File: src/rtl/mem_port_arbiter_pkg.sv
// mem_port_arbiter_pkg
//   Shared definitions for the memory-port arbiter slice:
//   - XLEN         : data/address width
//   - ARB_*        : arbiter FSM state encodings
//   - F3_WORD      : size code used for I-cache refills (full word)
//   - prio_t       : priority pointer (which side wins a tie)
//   - mem_cmd_t    : bundle of the muxed memory command fields
package mem_port_arbiter_pkg;

  localparam int XLEN = 32;

  localparam logic [1:0] ARB_IDLE   = 2'd0;
  localparam logic [1:0] ARB_GNT_IC = 2'd1;
  localparam logic [1:0] ARB_GNT_DM = 2'd2;

  localparam logic [2:0] F3_WORD = 3'b010;

  typedef enum logic {
    PRIO_IC = 1'b0,
    PRIO_DM = 1'b1
  } prio_t;

  typedef struct packed {
    logic            wen;
    logic [XLEN-1:0] addr;
    logic [XLEN-1:0] wd;
    logic [2:0]      f3;
  } mem_cmd_t;

endpackage

File: src/rtl/mem_port_arbiter_if.sv
// mem_port_arbiter_if
//   Bundles the three buses around the arbiter: I-cache refill side,
//   data-memory side and the shared external memory port.
//   Modports:
//     slave  : the arbiter (consumes requests/memory response, drives the rest)
//     master : the environment (requesters + memory) on the other side
interface mem_port_arbiter_if;
  import mem_port_arbiter_pkg::*;

  // I-cache refill side
  logic            i_IC_Req;
  logic [XLEN-1:0] i_IC_Addr;
  logic            o_IC_Ready;
  logic [XLEN-1:0] o_IC_Data;

  // data-memory side
  logic            i_DM_Req;
  logic            i_DM_Wen;
  logic [XLEN-1:0] i_DM_Addr;
  logic [XLEN-1:0] i_DM_Wd;
  logic [2:0]      i_DM_f3;
  logic            o_DM_Ready;
  logic [XLEN-1:0] o_DM_Data;
  logic            o_DM_Stall;

  // external memory port
  logic            o_MEM_Req;
  logic            o_MEM_Wen;
  logic [XLEN-1:0] o_MEM_Addr;
  logic [XLEN-1:0] o_MEM_Wd;
  logic [2:0]      o_MEM_f3;
  logic            i_MEM_Ready;
  logic [XLEN-1:0] i_MEM_ReadData;

  // watchdog status
  logic            o_Err;
  logic            o_ErrSrc;

  modport slave (
    input  i_IC_Req, i_IC_Addr,
    input  i_DM_Req, i_DM_Wen, i_DM_Addr, i_DM_Wd, i_DM_f3,
    input  i_MEM_Ready, i_MEM_ReadData,
    output o_IC_Ready, o_IC_Data,
    output o_DM_Ready, o_DM_Data, o_DM_Stall,
    output o_MEM_Req, o_MEM_Wen, o_MEM_Addr, o_MEM_Wd, o_MEM_f3,
    output o_Err, o_ErrSrc
  );

  modport master (
    output i_IC_Req, i_IC_Addr,
    output i_DM_Req, i_DM_Wen, i_DM_Addr, i_DM_Wd, i_DM_f3,
    output i_MEM_Ready, i_MEM_ReadData,
    input  o_IC_Ready, o_IC_Data,
    input  o_DM_Ready, o_DM_Data, o_DM_Stall,
    input  o_MEM_Req, o_MEM_Wen, o_MEM_Addr, o_MEM_Wd, o_MEM_f3,
    input  o_Err, o_ErrSrc
  );

endinterface

File: src/rtl/arb_watchdog.sv
// arb_watchdog
//   Counts grant cycles and flags the cycle in which the grant has lasted
//   TIMEOUT cycles.
//   Ports:
//     i_clk, i_rst : clock, synchronous active-high reset
//     clear        : return the count to zero (transaction ended)
//     enable       : a grant is active this cycle; count it
//     expire       : this is the TIMEOUT-th grant cycle (combinational)
module arb_watchdog #(
  parameter int TIMEOUT = 255,
  parameter int CNT_W   = 16
) (
  input  logic i_clk,
  input  logic i_rst,
  input  logic clear,
  input  logic enable,
  output logic expire
);

  logic [CNT_W-1:0] cnt_reg;
  logic [CNT_W-1:0] cnt_next;

  always_comb begin
    cnt_next = cnt_reg;
    if (clear) begin
      cnt_next = '0;
    end else if (enable) begin
      cnt_next = cnt_reg + CNT_W'(1);
    end
  end

  always_ff @(posedge i_clk) begin
    if (i_rst) begin
      cnt_reg <= '0;
    end else begin
      cnt_reg <= cnt_next;
    end
  end

  // The count starts at 0 in the first grant cycle, so TIMEOUT-1 marks
  // the TIMEOUT-th cycle of the grant.
  assign expire = enable && (cnt_reg == CNT_W'(TIMEOUT - 1));

endmodule

File: src/rtl/mem_port_arbiter.sv
// mem_port_arbiter
//   Shares one external memory port between the I-cache refill side and the
//   data-memory side. One grant at a time, held until the memory answers or
//   the watchdog gives up; the priority pointer alternates after every
//   finished or aborted grant.
//   Ports:
//     i_clk, i_rst : clock, synchronous active-high reset
//     bus          : mem_port_arbiter_if.slave (requesters, memory port,
//                    error status)
module mem_port_arbiter
  import mem_port_arbiter_pkg::*;
#(
  parameter int TIMEOUT = 255,
  parameter int CNT_W   = 16
) (
  input  logic                i_clk,
  input  logic                i_rst,
  mem_port_arbiter_if.slave   bus
);

  logic [1:0] state_reg;
  logic [1:0] state_next;
  prio_t      prio_reg;
  prio_t      prio_next;
  logic       err_src_reg;

  logic       in_ic;
  logic       in_dm;
  logic       granted;
  logic       done;
  logic       expire;
  logic       abort;
  mem_cmd_t   cmd;

  assign in_ic   = (state_reg == ARB_GNT_IC);
  assign in_dm   = (state_reg == ARB_GNT_DM);
  assign granted = in_ic | in_dm;

  // A reset cycle never reports completion or abort, even if the memory
  // happens to answer in it.
  assign done  = granted & bus.i_MEM_Ready & ~i_rst;
  // Completion wins over a watchdog expiry in the same cycle.
  assign abort = expire & ~bus.i_MEM_Ready & ~i_rst;

  arb_watchdog #(
    .TIMEOUT (TIMEOUT),
    .CNT_W   (CNT_W)
  ) u_watchdog (
    .i_clk  (i_clk),
    .i_rst  (i_rst),
    .clear  (done | abort),
    .enable (granted),
    .expire (expire)
  );

  always_comb begin
    state_next = state_reg;
    prio_next  = prio_reg;
    case (state_reg)
      ARB_IDLE: begin
        if (bus.i_IC_Req && bus.i_DM_Req) begin
          state_next = (prio_reg == PRIO_DM) ? ARB_GNT_DM : ARB_GNT_IC;
        end else if (bus.i_IC_Req) begin
          state_next = ARB_GNT_IC;
        end else if (bus.i_DM_Req) begin
          state_next = ARB_GNT_DM;
        end
      end
      ARB_GNT_IC, ARB_GNT_DM: begin
        // Always pass through IDLE between grants; the side just served
        // loses the next tie.
        if (done || abort) begin
          state_next = ARB_IDLE;
          prio_next  = in_ic ? PRIO_DM : PRIO_IC;
        end
      end
      default: state_next = ARB_IDLE;
    endcase
  end

  always_ff @(posedge i_clk) begin
    if (i_rst) begin
      state_reg   <= ARB_IDLE;
      prio_reg    <= PRIO_IC;
      err_src_reg <= 1'b0;
    end else begin
      state_reg <= state_next;
      prio_reg  <= prio_next;
      if (abort) begin
        err_src_reg <= in_dm;
      end
    end
  end

  // Memory command comes straight from the granted requester's inputs.
  always_comb begin
    cmd = '0;
    if (in_ic) begin
      cmd.addr = bus.i_IC_Addr;
      cmd.f3   = F3_WORD;
    end else if (in_dm) begin
      cmd.wen  = bus.i_DM_Wen;
      cmd.addr = bus.i_DM_Addr;
      cmd.wd   = bus.i_DM_Wd;
      cmd.f3   = bus.i_DM_f3;
    end
  end

  assign bus.o_MEM_Req  = granted;
  assign bus.o_MEM_Wen  = cmd.wen;
  assign bus.o_MEM_Addr = cmd.addr;
  assign bus.o_MEM_Wd   = cmd.wd;
  assign bus.o_MEM_f3   = cmd.f3;

  assign bus.o_IC_Ready = done & in_ic;
  assign bus.o_IC_Data  = (done & in_ic) ? bus.i_MEM_ReadData : '0;
  assign bus.o_DM_Ready = done & in_dm;
  assign bus.o_DM_Data  = (done & in_dm) ? bus.i_MEM_ReadData : '0;
  assign bus.o_DM_Stall = bus.i_DM_Req & ~bus.o_DM_Ready;

  assign bus.o_Err    = abort;
  assign bus.o_ErrSrc = err_src_reg;

endmodule

File: src/flat_wrapper.sv
// flat-port wrapper written by rule: the top's interface ports become plain ports
module mem_port_arbiter_flat import mem_port_arbiter_pkg::*;
#(
  parameter int TIMEOUT = 255,
  parameter int CNT_W   = 16
)
  (i_clk, i_rst, bus_i_IC_Req, bus_i_IC_Addr, bus_i_DM_Req, bus_i_DM_Wen, bus_i_DM_Addr, bus_i_DM_Wd, bus_i_DM_f3, bus_i_MEM_Ready, bus_i_MEM_ReadData, bus_o_IC_Ready, bus_o_IC_Data, bus_o_DM_Ready, bus_o_DM_Data, bus_o_DM_Stall, bus_o_MEM_Req, bus_o_MEM_Wen, bus_o_MEM_Addr, bus_o_MEM_Wd, bus_o_MEM_f3, bus_o_Err, bus_o_ErrSrc);
  mem_port_arbiter_if bus_i ();
  input  logic i_clk;
  input  logic i_rst;
  input wire logic [$bits(bus_i.i_IC_Req)-1:0] bus_i_IC_Req;
  input wire logic [$bits(bus_i.i_IC_Addr)-1:0] bus_i_IC_Addr;
  input wire logic [$bits(bus_i.i_DM_Req)-1:0] bus_i_DM_Req;
  input wire logic [$bits(bus_i.i_DM_Wen)-1:0] bus_i_DM_Wen;
  input wire logic [$bits(bus_i.i_DM_Addr)-1:0] bus_i_DM_Addr;
  input wire logic [$bits(bus_i.i_DM_Wd)-1:0] bus_i_DM_Wd;
  input wire logic [$bits(bus_i.i_DM_f3)-1:0] bus_i_DM_f3;
  input wire logic [$bits(bus_i.i_MEM_Ready)-1:0] bus_i_MEM_Ready;
  input wire logic [$bits(bus_i.i_MEM_ReadData)-1:0] bus_i_MEM_ReadData;
  output wire logic [$bits(bus_i.o_IC_Ready)-1:0] bus_o_IC_Ready;
  output wire logic [$bits(bus_i.o_IC_Data)-1:0] bus_o_IC_Data;
  output wire logic [$bits(bus_i.o_DM_Ready)-1:0] bus_o_DM_Ready;
  output wire logic [$bits(bus_i.o_DM_Data)-1:0] bus_o_DM_Data;
  output wire logic [$bits(bus_i.o_DM_Stall)-1:0] bus_o_DM_Stall;
  output wire logic [$bits(bus_i.o_MEM_Req)-1:0] bus_o_MEM_Req;
  output wire logic [$bits(bus_i.o_MEM_Wen)-1:0] bus_o_MEM_Wen;
  output wire logic [$bits(bus_i.o_MEM_Addr)-1:0] bus_o_MEM_Addr;
  output wire logic [$bits(bus_i.o_MEM_Wd)-1:0] bus_o_MEM_Wd;
  output wire logic [$bits(bus_i.o_MEM_f3)-1:0] bus_o_MEM_f3;
  output wire logic [$bits(bus_i.o_Err)-1:0] bus_o_Err;
  output wire logic [$bits(bus_i.o_ErrSrc)-1:0] bus_o_ErrSrc;
  assign bus_i.i_IC_Req = bus_i_IC_Req;
  assign bus_i.i_IC_Addr = bus_i_IC_Addr;
  assign bus_i.i_DM_Req = bus_i_DM_Req;
  assign bus_i.i_DM_Wen = bus_i_DM_Wen;
  assign bus_i.i_DM_Addr = bus_i_DM_Addr;
  assign bus_i.i_DM_Wd = bus_i_DM_Wd;
  assign bus_i.i_DM_f3 = bus_i_DM_f3;
  assign bus_i.i_MEM_Ready = bus_i_MEM_Ready;
  assign bus_i.i_MEM_ReadData = bus_i_MEM_ReadData;
  assign bus_o_IC_Ready = bus_i.o_IC_Ready;
  assign bus_o_IC_Data = bus_i.o_IC_Data;
  assign bus_o_DM_Ready = bus_i.o_DM_Ready;
  assign bus_o_DM_Data = bus_i.o_DM_Data;
  assign bus_o_DM_Stall = bus_i.o_DM_Stall;
  assign bus_o_MEM_Req = bus_i.o_MEM_Req;
  assign bus_o_MEM_Wen = bus_i.o_MEM_Wen;
  assign bus_o_MEM_Addr = bus_i.o_MEM_Addr;
  assign bus_o_MEM_Wd = bus_i.o_MEM_Wd;
  assign bus_o_MEM_f3 = bus_i.o_MEM_f3;
  assign bus_o_Err = bus_i.o_Err;
  assign bus_o_ErrSrc = bus_i.o_ErrSrc;
  mem_port_arbiter #(.TIMEOUT(TIMEOUT), .CNT_W(CNT_W)) u_core (.i_clk(i_clk), .i_rst(i_rst), .bus(bus_i));
endmodule
File: config.mk
export PLATFORM = sky130hd
export DESIGN_NAME = mem_port_arbiter_flat
export DESIGN_NICKNAME = d
export VERILOG_FILES = /design/src/rtl/mem_port_arbiter_pkg.sv /design/src/rtl/mem_port_arbiter_if.sv /design/src/rtl/arb_watchdog.sv /design/src/rtl/mem_port_arbiter.sv /design/src/flat_wrapper.sv
export SDC_FILE = /design/constraint.sdc
export NUM_CORES = 1
export LEC_CHECK = 0
export ABC_AREA = 1
export BUFFER_PORTS_ARGS = -buffer_cell sky130_fd_sc_hd__buf_2
export CAP_MARGIN = 20
export CORE_AREA = 2 2 107 109
export CTS_CLUSTER_SIZE = 20
export DETAILED_ROUTE_END_ITERATION = 12
export DIE_AREA = 0 0 109 111
export PLACE_DENSITY_LB_ADDON = 0.1
export SLEW_MARGIN = 10
export SYNTH_ARGS = -nofsm -noshare
export SYNTH_HDL_FRONTEND = slang
export SYNTH_SLANG_ARGS = --single-unit
File: constraint.sdc
create_clock -name i_clk -period 2.5 [get_ports i_clk]
set_clock_uncertainty 0.05 [all_clocks]
set_input_delay 0.5 -clock i_clk [delete_from_list [all_inputs] [get_ports i_clk]]
set_output_delay 0.5 -clock i_clk [all_outputs]
set_load 0.02 [all_outputs]
== After elaboration in Yosys (flattened, before gate mapping) ==
Index checks and enable logic that the tools add are counted.

* Register bits: 20
* Output and inout bits: 138
* Input bits: 137

* Eq/ne operators: 5
* $add $sub $neg: 1
* Mux-type cells: 14
* Bitwise logic cells: 12
* Reductions and logical operators: 8

{| class="wikitable"
|+ Operator list
! kind !! count
|-
| 32-bit two-way mux || 4
|-
| 68-bit two-way mux || 1
|-
| 16-bit by 1-bit adder with 16-bit output (second input constant) || 1
|-
| 16-bit by 8-bit equality test with 1-bit output (second input constant) || 1
|-
| 2-bit two-way mux || 5
|-
| 1-bit AND || 7
|-
| 4-bit by 3-bit != test with 1-bit output (second input constant) || 1
|-
| 2-bit case mux with 2 select lines || 1
|-
| 2-bit AND reduction || 2
|-
| 2-bit OR reduction || 2
|-
| 3-bit two-way mux || 1
|-
| 1-bit NOT || 3
|-
| 2-bit by 1-bit equality test with 1-bit output (second input constant) || 1
|-
| 2-bit equality test (second input constant) || 1
|-
| 1-bit logical AND || 2
|-
| 2-bit zero test || 1
|-
| 1-bit two-way mux || 2
|-
| 2-bit by 1-bit != test with 1-bit output (second input constant) || 1
|-
| 1-bit bitwise OR || 2
|-
| 1-bit logical OR || 1
|}

== Depth between registers and ports, before layout ==
* Depth after elaboration: 8
* Depth in mapped cells: 10

== Cells and area by module ==
Synthesis repeated with hierarchy kept, for this count alone.

* Cells, all modules: 458
* Area, all modules: 2373.5 um^2

{| class="wikitable"
|+ By module, submodules not included
! module !! seq. area each (um^2) !! area each (um^2) !! cells each !! instances
|-
| mem_port_arbiter || 80.1 || 1517.7 || 334 || 1
|-
| arb_watchdog || 320.3 || 855.8 || 124 || 1
|}

== Worst setup path after synthesis ==
No wires, ideal clock.

* Path kind: flip-flop to output port
* Start: register u_core.state_reg[0]
* End: output port bus_o_DM_Data[10]
* Stages on the path, launching flop included: 9
* Arrival time: 2039 ps
* Required time: 1950 ps
* Path buffers: 2
* Slack: -89 ps
* Cells stage by stage: dfxtp_1 -> inv_1 -> ha_1 -> buf_4 -> nand3_2 -> nor2_1 -> inv_2 -> buf_6 -> nor2_1

* Longest elaborated chain between the ends: 6
* Elaborated cells between the ends (all ways): 7

{| class="wikitable"
|+ RTL lines
! item !! RTL line !! source
|-
| from (decl) || mem_port_arbiter.sv:21 || <nowiki>logic [1:0] state_reg;</nowiki>
|-
| from (signal assigned) || mem_port_arbiter.sv:87 || <nowiki>state_reg <= state_next;</nowiki>
|-
| 2-bit by 1-bit equality test with 1-bit output / 2-bit equality test (equally long branches) || mem_port_arbiter.sv:35, mem_port_arbiter.sv:36 ||
|-
| 1-bit bitwise OR (*) || mem_port_arbiter.sv:37 || <nowiki>assign granted = in_ic | in_dm;</nowiki>
|-
| via bus_o_MEM_Req || flat_wrapper.sv:25 || <nowiki>output wire logic [$bits(bus_i.o_MEM_Req)-1:0] bus_o_MEM_Req;</nowiki>
|-
| 1-bit AND (*) (2 in series) || mem_port_arbiter.sv:41 || <nowiki>assign done = granted & bus.i_MEM_Ready & ~i_rst;</nowiki>
|-
| 1-bit AND (*) || -- ||
|-
| via bus_o_DM_Ready || flat_wrapper.sv:22 || <nowiki>output wire logic [$bits(bus_i.o_DM_Ready)-1:0] bus_o_DM_Ready;</nowiki>
|-
| 32-bit two-way mux (*) || mem_port_arbiter.sv:118 || <nowiki>assign bus.o_DM_Data = (done & in_dm) ? bus.i_MEM_ReadData : '0;</nowiki>
|-
| to (decl) || flat_wrapper.sv:23 || <nowiki>output wire logic [$bits(bus_i.o_DM_Data)-1:0] bus_o_DM_Data;</nowiki>
|}

Mark *: on every way through the listed nets, which the timed path passes. The rest lies on a longest branch.

== Final worst setup path ==
* Start: register u_core.state_reg[0]
* End: output port bus_o_Err

* Longest elaborated chain between the ends: 5
* Elaborated cells between the ends (all ways): 6

{| class="wikitable"
|+ RTL lines
! item !! RTL line !! source
|-
| 2-bit by 1-bit equality test with 1-bit output / 2-bit equality test (equally long branches) || mem_port_arbiter.sv:35, mem_port_arbiter.sv:36 ||
|-
| 1-bit bitwise OR (*) || mem_port_arbiter.sv:37 ||
|-
| 1-bit logical AND (*) || arb_watchdog.sv:42 || <nowiki>assign expire = enable && (cnt_reg == CNT_W'(TIMEOUT - 1));</nowiki>
|-
| 1-bit AND (*) (2 in series) || mem_port_arbiter.sv:43 || <nowiki>assign abort = expire & ~bus.i_MEM_Ready & ~i_rst;</nowiki>
|-
| to (decl) || flat_wrapper.sv:30 || <nowiki>output wire logic [$bits(bus_i.o_Err)-1:0] bus_o_Err;</nowiki>
|}

Every way passes the cells marked *; elsewhere a longest branch is shown, timed or not.

==> impl_metrics.env <==
export IMPL_io_buffers=274
export IMPL_overflow=0
export IMPL_critPathMaxFanout=8
export IMPL_ioPinCount=275
export IMPL_ys_seq_area_share_pct=17.1
export IMPL_synth_top_area_share_pct=20.7
export IMPL_grt_antenna_before_repair=5
export IMPL_slew_headroom_pct=76.2
export IMPL_floorplan_initialDensity_pct=21.1
export IMPL_grt_max_degree=69
export IMPL_std_cell_rows=39
export IMPL_syn_area_per_cell_sq_um=5.27
export IMPL_synth_edf_count=0
export IMPL_cts_hold_buf=0
export IMPL_worstSetupPathType="reg -> out"
export IMPL_vias_per_cell=4.19
export IMPL_internal_power_w=0.00114
export IMPL_detailedRoute_firstIterationViolations=197
export IMPL_place_area_sq_um=3810
export IMPL_total_power_w=0.00251
export IMPL_h_tree_depth=1
export IMPL_clock_latency_ns=0.25
export IMPL_die_x_microns=109
export IMPL_drc_errors=0
export IMPL_max_clock_freq_ghz=0.416
export IMPL_synth_top_area_cell="nand2_1"
export IMPL_layout_common_cells="buf_2, nand2_1, nor2_1, inv_1, nand3_1"
export IMPL_clk_pin_slew_worst_paths_ns=0.05
export IMPL_switchingPower_w=0.00137
export IMPL_rsz0062_at_grt="yes"
export IMPL_clock_path_buffers=2
export IMPL_cts_buffers=3
export IMPL_ys_ff_latch=20
export IMPL_critPathRequiredTime_ns=1.95
export IMPL_hpwl_microns=10400
export IMPL_power_density_nw_per_um2=640
export IMPL_netlist_area_sq_um=2340
export IMPL_core_sq_um=11100
export IMPL_post_cts_buffers=0
export IMPL_hold_viol=0
export IMPL_cts_tree="yes"
export IMPL_setup_worst_path_start_class="flip-flop"
export IMPL_period_minus_slack_ns=2.40
export IMPL_cts_root_buf="clkbuf_16"
export IMPL_nFillCells=1300
export IMPL_clkSinkCount=20
export IMPL_drv_slew=0
export IMPL_syn_num_nets=586
export IMPL_cts_resized=2
export IMPL_vias=3541
export IMPL_cap_violations=0
export IMPL_synth_cell_type_count=25
export IMPL_synth_flop_cell="dfxtp_1"
export IMPL_grt_pass1_vias=3173
export IMPL_p_leak_nw=2.58
export IMPL_antenna_left=0
export IMPL_status="completed"
export IMPL_syn_inst=444
export IMPL_arrival_ns=1.85
export IMPL_p_comb_share_pct=71.2
export IMPL_hold_path_class="reg -> reg"
export IMPL_async_flop_share_pct=0
export IMPL_syn2layout_area_growth_pct=67.8
export IMPL_wire_per_inst_microns=14.7
export IMPL_p_seq_share_pct=14.7
export IMPL_drt_wl_total_microns=12400
export IMPL_largest_reg_flops=16
export IMPL_p_sw_share_pct=54.5
export IMPL_grt_pass1_wl_microns=17700
export IMPL_drive_gt1_share_pct=44.3
export IMPL_post_route_util_pct=35.5
export IMPL_fin_nets=843
export IMPL_finalSetupViolations=0
export IMPL_die_height_microns=111
export IMPL_grt_total_usage_pct=19.0
export IMPL_irDropWorstVdd_uv=403
export IMPL_crit_path_end_kind="output port"
export IMPL_place_gp_congestion=0.866
export IMPL_die_area_sq_um=12100
export IMPL_yosys_top_cells_area="nand2_1, nor2_1, dfxtp_1"
export IMPL_tightest_slew_ns=0.357
export IMPL_mostFrequentLayoutCell="buf_2"
export IMPL_timing_final_crit_share_pct=96.1
export IMPL_synth_warnings=0
export IMPL_clkPwrFrac_pct=14.1
export IMPL_postLayoutCellArea_sq_um=3930
export IMPL_firstDrtPassIters=4
layout make-up:
class                      count  area (sq um)  area share [%]
timing repair buffer         279          1450            36.9
clock buffer                   4          88.8            2.26
antenna                        2          5.00           0.127
inverter                      55           211            5.38
sequential                    20           400            10.2
tap                          143           179            4.56
multi-input combinational    342          1590            40.6
per-stage QoR:
stage	TNS (ns)	instances	worst slack (ns)	hold WS [ns]
floorplan	-5.05	444	-0.0894	0.402
global placement	0	839	0.272	0.421
detailed placement	0	839	0.210	0.424
CTS	0	843	0.0450	0.432
global route	-0.0342	844	-0.0342	0.480
finish	0	845	0.0972	0.428
power groups by stage:
stage	clock network [W]	registers [W]	logic [W]
after CTS	0.000369	0.000369	0.00178
after floorplan	0	0.000370	0.00114
final	0.000355	0.000369	0.00179
after detailed placement	0	0.000376	0.00177
after global placement	0	0.000374	0.00177
after global routing	0.000383	0.000373	0.00195
Yosys cell counts, types with 2 or more instances:
cell type and count:
nand2_1 129, nor2_4 5, nor2_1 125, ha_1 5
clkbuf_1 11, buf_6 7, nor3_1 2, inv_1 51
a21oi_1 10, nand2_2 2, xor2_1 8, o21ai_0 3
dfxtp_1 20, nand3_1 40, inv_2 4, nand4_1 2
nand3_2 6, buf_1 2, buf_2 6
critical path, cell delays in order (launching register included):
cell      delay, ns
dfxtp_1        0.35
inv_1          0.08
ha_1           0.34
buf_4          0.19
nand3_1        0.09
nor2_2         0.14
nand3_2        0.14
inv_2          0.10
clkbuf_4       0.17
final timing paths:
check | startpoint | endpoint | slack [ns] | cells after the start
setup / recovery | u_core.state_reg[0]$_SDFFE_PP0P_ | bus_o_Err | 0.1 | 8
hold / removal | u_core.u_watchdog.cnt_reg[14]$_SDFFE_PP0N_ | u_core.u_watchdog.cnt_reg[14]$_SDFFE_PP0N_ | 0.43 | 2
setup reg to reg | u_core.state_reg[0]$_SDFFE_PP0P_ | u_core.u_watchdog.cnt_reg[15]$_SDFFE_PP0N_ | 0.51 | 10
hold reg to reg | u_core.u_watchdog.cnt_reg[14]$_SDFFE_PP0N_ | u_core.u_watchdog.cnt_reg[14]$_SDFFE_PP0N_ | 0.43 | 2
routing by layer:
layer | global-route usage [%] | routed length, microns | vias to the layer above | share of wire [%]
li1 | - | - | 1846 | -
met1 | 24.4 | 5260 | 1515 | 42
met2 | 28.9 | 5270 | 162 | 42
met3 | 10.6 | 1800 | 12 | 14
met4 | 1.37 | 71 | 6 | 0.57
met5 | 0 | 48 | - | 0.39
kinds of logic (layout without fill, tap and decap cells):
group | after synthesis | in the layout | synth area share (%)
adders and majority gates | 5 | 5 | 2.67
DFF | 20 | 20 | 17.1
xor gates and xnor gates | 9 | 9 | 3.37
other | 0 | 2 | 0
buffers and inverters | 82 | 338 | 15.9
AOI/OAI and AO/OA | 13 | 13 | 2.78
and+or+nand+nor | 315 | 315 | 58.2
Note: power is estimated with default switching activity, not from simulation.
